<file path="config.mk">
export PLATFORM = sky130hd
export DESIGN_NAME = rpc_dram_responder
export DESIGN_NICKNAME = d
export VERILOG_FILES = /design/src/rtl/rpc_dram_responder_pkg.sv /design/src/rtl/rpc_bank_tracker.sv /design/src/rtl/rpc_dram_responder.sv
export SDC_FILE = /design/constraint.sdc
export NUM_CORES = 1
export LEC_CHECK = 0
export BUFFER_PORTS_ARGS = -buffer_cell sky130_fd_sc_hd__buf_2
export CORE_ASPECT_RATIO = 0.8
export CORE_UTILIZATION = 40
export DETAILED_ROUTE_END_ITERATION = 16
export MAX_ROUTING_LAYER = met4
export SLEW_MARGIN = 20
export SYNTH_ARGS = -nofsm -noshare
export SYNTH_HDL_FRONTEND = slang
export SYNTH_SLANG_ARGS = --single-unit
</file>
<file path="constraint.sdc">
create_clock -name clk_i -period 3.35 [get_ports clk_i]
set_input_delay 0.1675 -clock clk_i [delete_from_list [all_inputs] [get_ports clk_i]]
set_output_delay 0.1675 -clock clk_i [all_outputs]
set_load 0.005 [all_outputs]
</file>
<file path="src/rtl/rpc_dram_responder_pkg.sv">
// Shared types for the RPC DRAM link: command opcodes and responder FSM states.
package rpc_ctrl_pkg;

  // Fixed burst geometry: a 256-bit word moves as 2 mask beats + 16 data beats.
  localparam int RpcMaskBeats = 2;
  localparam int RpcDataBeats = 16;

  typedef enum logic [3:0] {
    OP_ACT = 4'd1,
    OP_WR  = 4'd2,
    OP_RD  = 4'd3,
    OP_PRE = 4'd4,
    OP_REF = 4'd5,
    OP_MRS = 4'd6
  } rpc_op_e;

  typedef enum logic [2:0] {
    IDLE,
    CMD1,
    WR_WAIT,
    WR_MASK,
    WR_DATA,
    RD_WAIT,
    RD_DATA
  } rpc_resp_state_e;

endpackage

</file>
<file path="src/rtl/rpc_bank_tracker.sv">
// Per-bank open flag and open-row register, with a single query port.
module rpc_bank_tracker #(
  parameter int  NumBanks = 4,
  parameter int  RowWidth = 10,
  localparam int BankW    = $clog2(NumBanks)
) (
  input  logic                clk_i,
  input  logic                rst_ni,
  input  logic                i_act,
  input  logic                i_pre,
  input  logic [BankW-1:0]    i_bank,
  input  logic [RowWidth-1:0] i_row,
  output logic                o_open,
  output logic [RowWidth-1:0] o_row,
  output logic                o_any_open
);

  logic [NumBanks-1:0]               r_open;
  logic [NumBanks-1:0][RowWidth-1:0] r_row;

  // ACT opens (or re-opens with a new row); PRE closes. Closing a closed bank is harmless.
  always_ff @(posedge clk_i or negedge rst_ni) begin
    if (!rst_ni) begin
      r_open <= '0;
      r_row  <= '0;
    end else if (i_act) begin
      r_open[i_bank] <= 1'b1;
      r_row[i_bank]  <= i_row;
    end else if (i_pre) begin
      r_open[i_bank] <= 1'b0;
    end
  end

  assign o_open     = r_open[i_bank];
  assign o_row      = r_row[i_bank];
  assign o_any_open = |r_open;

endmodule

</file>
<file path="src/rtl/rpc_dram_responder.sv">
// Device side of the RPC DRAM link: decodes two-word commands, tracks open rows and
// serves masked write / latency-timed read bursts against a 16-bit SRAM port.
module rpc_dram_responder
  import rpc_ctrl_pkg::*;
#(
  parameter int  NumBanks  = 4,
  parameter int  RowWidth  = 10,
  parameter int  ColWidth  = 10,
  parameter int  DefaultRL = 4,
  parameter int  DefaultWL = 2,
  localparam int BankW     = $clog2(NumBanks),
  localparam int AddrW     = BankW + RowWidth + ColWidth + 4
) (
  input  logic             clk_i,
  input  logic             rst_ni,
  input  logic             rpc_cs_ni,
  input  logic             rpc_stb_i,
  input  logic [15:0]      phy_db_i,
  output logic [15:0]      phy_db_o,
  output logic             phy_db_oe_o,
  output logic             phy_dqs_o,
  output logic             phy_dqs_oe_o,
  output logic             mem_req_o,
  output logic             mem_we_o,
  output logic [AddrW-1:0] mem_addr_o,
  output logic [15:0]      mem_wdata_o,
  output logic [1:0]       mem_be_o,
  input  logic [15:0]      mem_rdata_i,
  output logic             busy_o,
  output logic             err_o
);

  rpc_resp_state_e r_state, w_nxt_state;

  logic [15:0]          r_w0;
  logic [BankW-1:0]     r_bank;
  logic [RowWidth-1:0]  r_row;
  logic [ColWidth-1:0]  r_col;
  logic [5:0]           r_len, r_word;
  logic [3:0]           r_beat, r_lat, r_rl, r_wl;
  logic [31:0]          r_mask;

  logic [3:0]           w_op;
  logic [BankW-1:0]     w_cmd_bank;
  logic                 w_bank_open, w_any_open;
  logic [RowWidth-1:0]  w_open_row;
  logic                 w_act, w_pre, w_err, w_abort, w_last_beat, w_last_word;
  logic                 w_req, w_we, w_db_oe, w_dqs_oe, w_dqs;
  logic [1:0]           w_be;
  logic [15:0]          w_wdata;
  logic [ColWidth-1:0]  w_addr_col;
  logic [3:0]           w_addr_beat;
  logic [1:0]           w_beat_mask;
  logic [3:0]           w_mrs_rl, w_mrs_wl;

  assign w_op        = r_w0[15:12];
  assign w_cmd_bank  = r_w0[10 +: BankW];
  assign w_last_beat = (r_beat == 4'hF);
  assign w_last_word = (r_word == r_len);
  assign w_beat_mask = r_mask[{r_beat, 1'b0} +: 2];
  assign w_abort     = rpc_cs_ni && (r_state != IDLE) && (r_state != CMD1);
  // Out-of-range latencies are pulled to the nearest legal value so the counters never wrap.
  assign w_mrs_rl    = (phy_db_i[7:4] < 4'd2) ? 4'd2 : phy_db_i[7:4];
  assign w_mrs_wl    = (phy_db_i[3:0] == 4'd0) ? 4'd1 : phy_db_i[3:0];

  rpc_bank_tracker #(.NumBanks(NumBanks), .RowWidth(RowWidth)) u_banks (
    .clk_i      (clk_i),
    .rst_ni     (rst_ni),
    .i_act      (w_act),
    .i_pre      (w_pre),
    .i_bank     (w_cmd_bank),
    .i_row      (r_w0[RowWidth-1:0]),
    .o_open     (w_bank_open),
    .o_row      (w_open_row),
    .o_any_open (w_any_open)
  );

  // FSM state register.
  always_ff @(posedge clk_i or negedge rst_ni) begin
    if (!rst_ni) r_state <= IDLE;
    else         r_state <= w_nxt_state;
  end

  // Next state plus all link/SRAM outputs; a cs_n abort overrides everything at the end.
  always_comb begin
    w_nxt_state = r_state;
    w_act       = 1'b0;
    w_pre       = 1'b0;
    w_err       = 1'b0;
    w_req       = 1'b0;
    w_we        = 1'b0;
    w_be        = 2'b00;
    w_wdata     = '0;
    w_addr_col  = r_col;
    w_addr_beat = r_beat;
    w_db_oe     = 1'b0;
    w_dqs_oe    = 1'b0;
    w_dqs       = 1'b0;
    case (r_state)
      IDLE: if (!rpc_cs_ni && rpc_stb_i) w_nxt_state = CMD1;
      CMD1: begin
        w_nxt_state = IDLE;
        case (w_op)
          OP_ACT: begin w_act = 1'b1; w_err = w_bank_open; end
          OP_PRE: w_pre = 1'b1;
          OP_REF: w_err = w_any_open;
          OP_MRS: w_err = 1'b0;
          OP_WR:  if (w_bank_open) w_nxt_state = (r_wl == 4'd1) ? WR_MASK : WR_WAIT;
                  else             w_err = 1'b1;
          OP_RD:  if (w_bank_open) w_nxt_state = RD_WAIT;
                  else             w_err = 1'b1;
          default: w_err = 1'b1;
        endcase
      end
      WR_WAIT: if (r_lat == 4'd0) w_nxt_state = WR_MASK;
      WR_MASK: if (r_beat[0]) w_nxt_state = WR_DATA;
      WR_DATA: begin
        w_req   = 1'b1;
        w_we    = 1'b1;
        w_wdata = phy_db_i;
        w_be    = ~w_beat_mask;
        if (w_last_beat) w_nxt_state = w_last_word ? IDLE : WR_MASK;
      end
      RD_WAIT: if (r_lat == 4'd0) begin
        // Preamble cycle: DQS enabled low, SRAM fetch for beat 0 in flight.
        w_dqs_oe    = 1'b1;
        w_req       = 1'b1;
        w_addr_beat = 4'd0;
        w_nxt_state = RD_DATA;
      end
      RD_DATA: begin
        w_db_oe  = 1'b1;
        w_dqs_oe = 1'b1;
        w_dqs    = ~r_beat[0];
        if (w_last_beat && w_last_word) begin
          w_nxt_state = IDLE;
        end else begin
          // Prefetch the next beat, rolling into the next column at a word boundary.
          w_req       = 1'b1;
          w_addr_col  = w_last_beat ? r_col + 1'b1 : r_col;
          w_addr_beat = r_beat + 4'd1;
        end
      end
      default: w_nxt_state = IDLE;
    endcase
    if (w_abort) begin
      w_nxt_state = IDLE;
      w_err       = 1'b1;
      w_req       = 1'b0;
      w_we        = 1'b0;
      w_be        = 2'b00;
      w_wdata     = '0;
      w_db_oe     = 1'b0;
      w_dqs_oe    = 1'b0;
      w_dqs       = 1'b0;
    end
  end

  // Command capture, burst counters, write mask and mode registers.
  always_ff @(posedge clk_i or negedge rst_ni) begin
    if (!rst_ni) begin
      r_w0   <= '0;
      r_bank <= '0;
      r_row  <= '0;
      r_col  <= '0;
      r_len  <= '0;
      r_word <= '0;
      r_beat <= '0;
      r_lat  <= '0;
      r_mask <= '0;
      r_rl   <= 4'(DefaultRL);
      r_wl   <= 4'(DefaultWL);
    end else begin
      case (r_state)
        IDLE: if (!rpc_cs_ni && rpc_stb_i) r_w0 <= phy_db_i;
        CMD1: begin
          r_col  <= phy_db_i[6 +: ColWidth];
          r_len  <= phy_db_i[5:0];
          r_word <= '0;
          r_beat <= '0;
          r_bank <= w_cmd_bank;
          r_row  <= w_open_row;
          // Remaining wait cycles after CMD1 before the preamble / first mask beat.
          if (w_op == OP_RD) r_lat <= r_rl - 4'd2;
          else               r_lat <= (r_wl >= 4'd2) ? r_wl - 4'd2 : 4'd0;
          if (w_op == OP_MRS) begin
            r_rl <= w_mrs_rl;
            r_wl <= w_mrs_wl;
          end
        end
        WR_WAIT, RD_WAIT: if (r_lat != 4'd0) r_lat <= r_lat - 4'd1;
        WR_MASK: begin
          if (r_beat[0]) r_mask[31:16] <= phy_db_i;
          else           r_mask[15:0]  <= phy_db_i;
          r_beat <= r_beat[0] ? 4'd0 : 4'd1;
        end
        WR_DATA, RD_DATA: begin
          r_beat <= r_beat + 4'd1;
          if (w_last_beat && !w_last_word) begin
            r_col  <= r_col + 1'b1;
            r_word <= r_word + 6'd1;
          end
        end
        default: r_beat <= r_beat;
      endcase
    end
  end

  assign phy_db_o     = w_db_oe ? mem_rdata_i : '0;
  assign phy_db_oe_o  = w_db_oe;
  assign phy_dqs_o    = w_dqs;
  assign phy_dqs_oe_o = w_dqs_oe;
  assign mem_req_o    = w_req;
  assign mem_we_o     = w_we;
  assign mem_addr_o   = w_req ? {r_bank, r_row, w_addr_col, w_addr_beat} : '0;
  assign mem_wdata_o  = w_wdata;
  assign mem_be_o     = w_be;
  assign busy_o       = (r_state != IDLE);
  assign err_o        = w_err;

endmodule
</file>
==> impl_metrics.toml <==
[critical_path]
endpoint_kind = "output port"
critPathMaxFanout = 18
setup.worst_path.start_class = "register"
path_class = "register to output port"
cp.arrival_ps = 2890
cp.required_ps = 3180

[clock_network]
clk_latency_ps = 420
htreeDepth = 4
post_cts_buffers = 0
cts_tree = "done"
cts_root_buffer = "clkbuf_16"
cts_sinks = 145
clock_path_buffers = 2
clkTransAtPathRegs_ps = 60
cts_made_buffers = 17

[timing]
fin_worst_skew_ps = 13.59
layout_setup_ws_ps = 294.9
maxSlewViolCount = 0
period_needed_ps = 3055
worst_pin_slew_ps = 937.3
final-hold-violation-count = 0
fmax_ghz = 0.3273
rsz0062_at_grt = "false"
relSlewSlack_pct = 37.51
setup_viol = 0
setup_tns_ps = 0
period_share_pct = 91.20

[detailed_routing]
ant_nets = 0
via_per_inst = 5.468
drc_errors = 0
drt-total-wl_um = 19580
vias = 5813
first_pass_iters = 4
wl_per_cell_um = 18.42
drtIter0Drc = 484

[layout]
drive_above_1_share_pct = 34.24
fillerInstances = 1682
seqCellArea_um2 = 3632
multi_input_area_um2 = 3766
area_growth_syn_to_layout_pct = 18.57
fin_nets = 839

[synthesis]
synth-edff-count = 0
yosysSeqAreaShare_pct = 47.28
synth_seq_cells = 145
synth.distinct_cells = 65
synthArstFlopShare_pct = 100.0
synth_ff_type = "dfrtp_1"
syn_area_per_cell_um2 = 10.92
synth_cells = 703
yosys_warnings = 0
syn-num-nets = 745
netlist_area_um2 = 7680

[floorplan]
rows = 44
io_pins = 103
start_util_pct = 41.64
die-area_um2 = 19760
core_area_um2 = 18440
die_y_um = 125.9
die_w_um = 156.9

[grt]
grt_max_degree = 101
grt.total_usage_pct = 21.78
grt_pass1_vias = 5951
grt-ovfl-total = 0
antenna_found_initial = 1
grt_pass1_wl_um = 31730

[place]
place.gp.congestion = 0.8784
place_hpwl_um = 13550
numPortBuffers = 102
place_ws_ps = 741.9

[pwr]
powerDensity_nw_per_um2 = 795.3
leakagePower_nw = 4.266
power_mw = 7.242
peakVddDrop_mv = 0.4283

[hold_path]
min_path_type = "input pin to register"

[outcome]
outcome = "finished, final reports clean"

[run]
max_cap_violations = 0
==> final cells by class <==
type | count | share of cell area [%]
multi-input combinational | 494 | 41.36
sequential | 145 | 39.89
timing repair buffer | 121 | 7.406
clock buffer | 19 | 4.864
tap | 253 | 3.476
clock inverter | 12 | 2.240
inverter | 18 | 0.7420
antenna | 1 | 0.02748
==> kinds of logic (layout without fill, tap and decap cells) <==
| group | count (synthesis) | after routing | share of synthesized area, % |
|---|---|---|---|
| buffers and inverters | 64 | 170 | 3.877 |
| adders and majority gates | 6 | 6 | 0.9775 |
| DFF | 145 | 145 | 47.28 |
| AOI/OAI and AO/OA | 105 | 105 | 9.189 |
| and+or+nand+nor | 248 | 248 | 16.02 |
| muxes | 117 | 117 | 20.61 |
| other | 0 | 1 | 0 |
| xor gates and xnor gates | 18 | 18 | 2.053 |
==> worst max-delay path: stages, from the launching register on <==
cell     delay (ps)
dfrtp_1         320
buf_4           280
ha_1            240
and3_1          340
nand3_1         360
a21oi_1         480
nand3_1         140
a21oi_1         170
buf_2           130
==> worst paths after layout <==
path,startpoint,endpoint,slack [ps],depth (start not counted)
setup / recovery,r_beat[0],mem_addr_o[8],290,8
hold / removal,phy_db_i[5],r_len[5],100,3
setup reg to reg,r_word[0],r_col[9],960,6
hold reg to reg,r_bank[1],r_bank[1],460,2
max in group asynchronous,rst_ni,r_word[0],2140,3
min in group asynchronous,rst_ni,r_mask[22],410,2
==> power breakdown <==
group / leakage (nW) / internal, mW / switching, mW
Sequential: 1.82 / 2.43 / 0.551
Clock: 0.318 / 1.34 / 0.739
Combinational: 2.13 / 1.11 / 1.07
==> through the flow <==
stage	utilization [%]	instance area (um2)	hold slack (ps)	std cells
floorplan	-	7680	-128.1	703
global placement	45.79	8446	319.9	1030
detailed placement	45.79	8446	334.3	1030
CTS	49.36	9102	65.75	1062
global route	49.36	9104	76.08	1062
finish	49.38	9106	98.32	1063
==> metal layers <==
metal | vias up | routed length (um) | GRT usage [%]
li1 | 2689 | - | -
met1 | 2948 | 9245 | 29.12
met2 | 153 | 9140 | 32.92
met3 | 23 | 913 | 4.921
met4 | 0 | 278 | 6.690
met5 | - | 0 | -
==> registers in the layout, summed over array words and instances (netlist names), named ones only <==
name           flops
r_rl               4
r_col             10
r_bank             2
r_mask            32
r_w0              16
r_len              6
r_state            3
r_lat              4
u_banks.r_row     40
r_beat             4
r_row             10
r_wl               4
r_word             6
==> cell usage in the layout, fill, tap and decap left out, types with 6 or more instances in the layout <==
| cell type | instances |
|---|---|
| nor2_1 | 36 |
| buf_2 | 101 |
| dfrtp_1 | 142 |
| clkbuf_16 | 17 |
| nor3_1 | 13 |
| a31oi_1 | 8 |
| a211oi_1 | 6 |
| and2_1 | 36 |
| mux4_2 | 21 |
| xnor2_1 | 11 |
| a21oi_1 | 20 |
| ha_1 | 6 |
| o21ai_0 | 26 |
| xor2_1 | 7 |
| nand2_1 | 98 |
| mux2_2 | 83 |
| buf_4 | 17 |
| mux2_4 | 9 |
| nand3_1 | 18 |
| inv_1 | 17 |
| and3_1 | 6 |
| nor2b_1 | 13 |
==> cells in the mapped netlist (6+ instances only) <==
master / number / area share, %
dfrtp_1: 143 / 47
nor3_1: 13 / 0.85
mux4_2: 21 / 6.2
ha_1: 6 / 0.98
o21ai_0: 27 / 1.8
a211oi_1: 6 / 0.59
nand2_1: 98 / 4.8
a21oi_1: 20 / 1.3
xor2_1: 7 / 0.80
and3_1: 6 / 0.49
inv_1: 17 / 0.83
mux2_2: 83 / 12
nand3_1: 18 / 1.2
and2_1: 36 / 2.9
clkbuf_1: 17 / 0.83
nor2_1: 36 / 1.8
xnor2_1: 11 / 1.3
nor2b_1: 13 / 1.1
a31oi_1: 8 / 0.65
buf_2: 19 / 1.2
mux2_4: 9 / 1.8
==> what timing repair did <==
action | 4_1_cts | 5_1_grt
gates resized for setup | 0 | 1
hold endpoints to repair | 97 | 0
hold buffers | 1 | 0
endpoints found under the setup margin | 0 | 1
(Power assumes the default switching activity.)
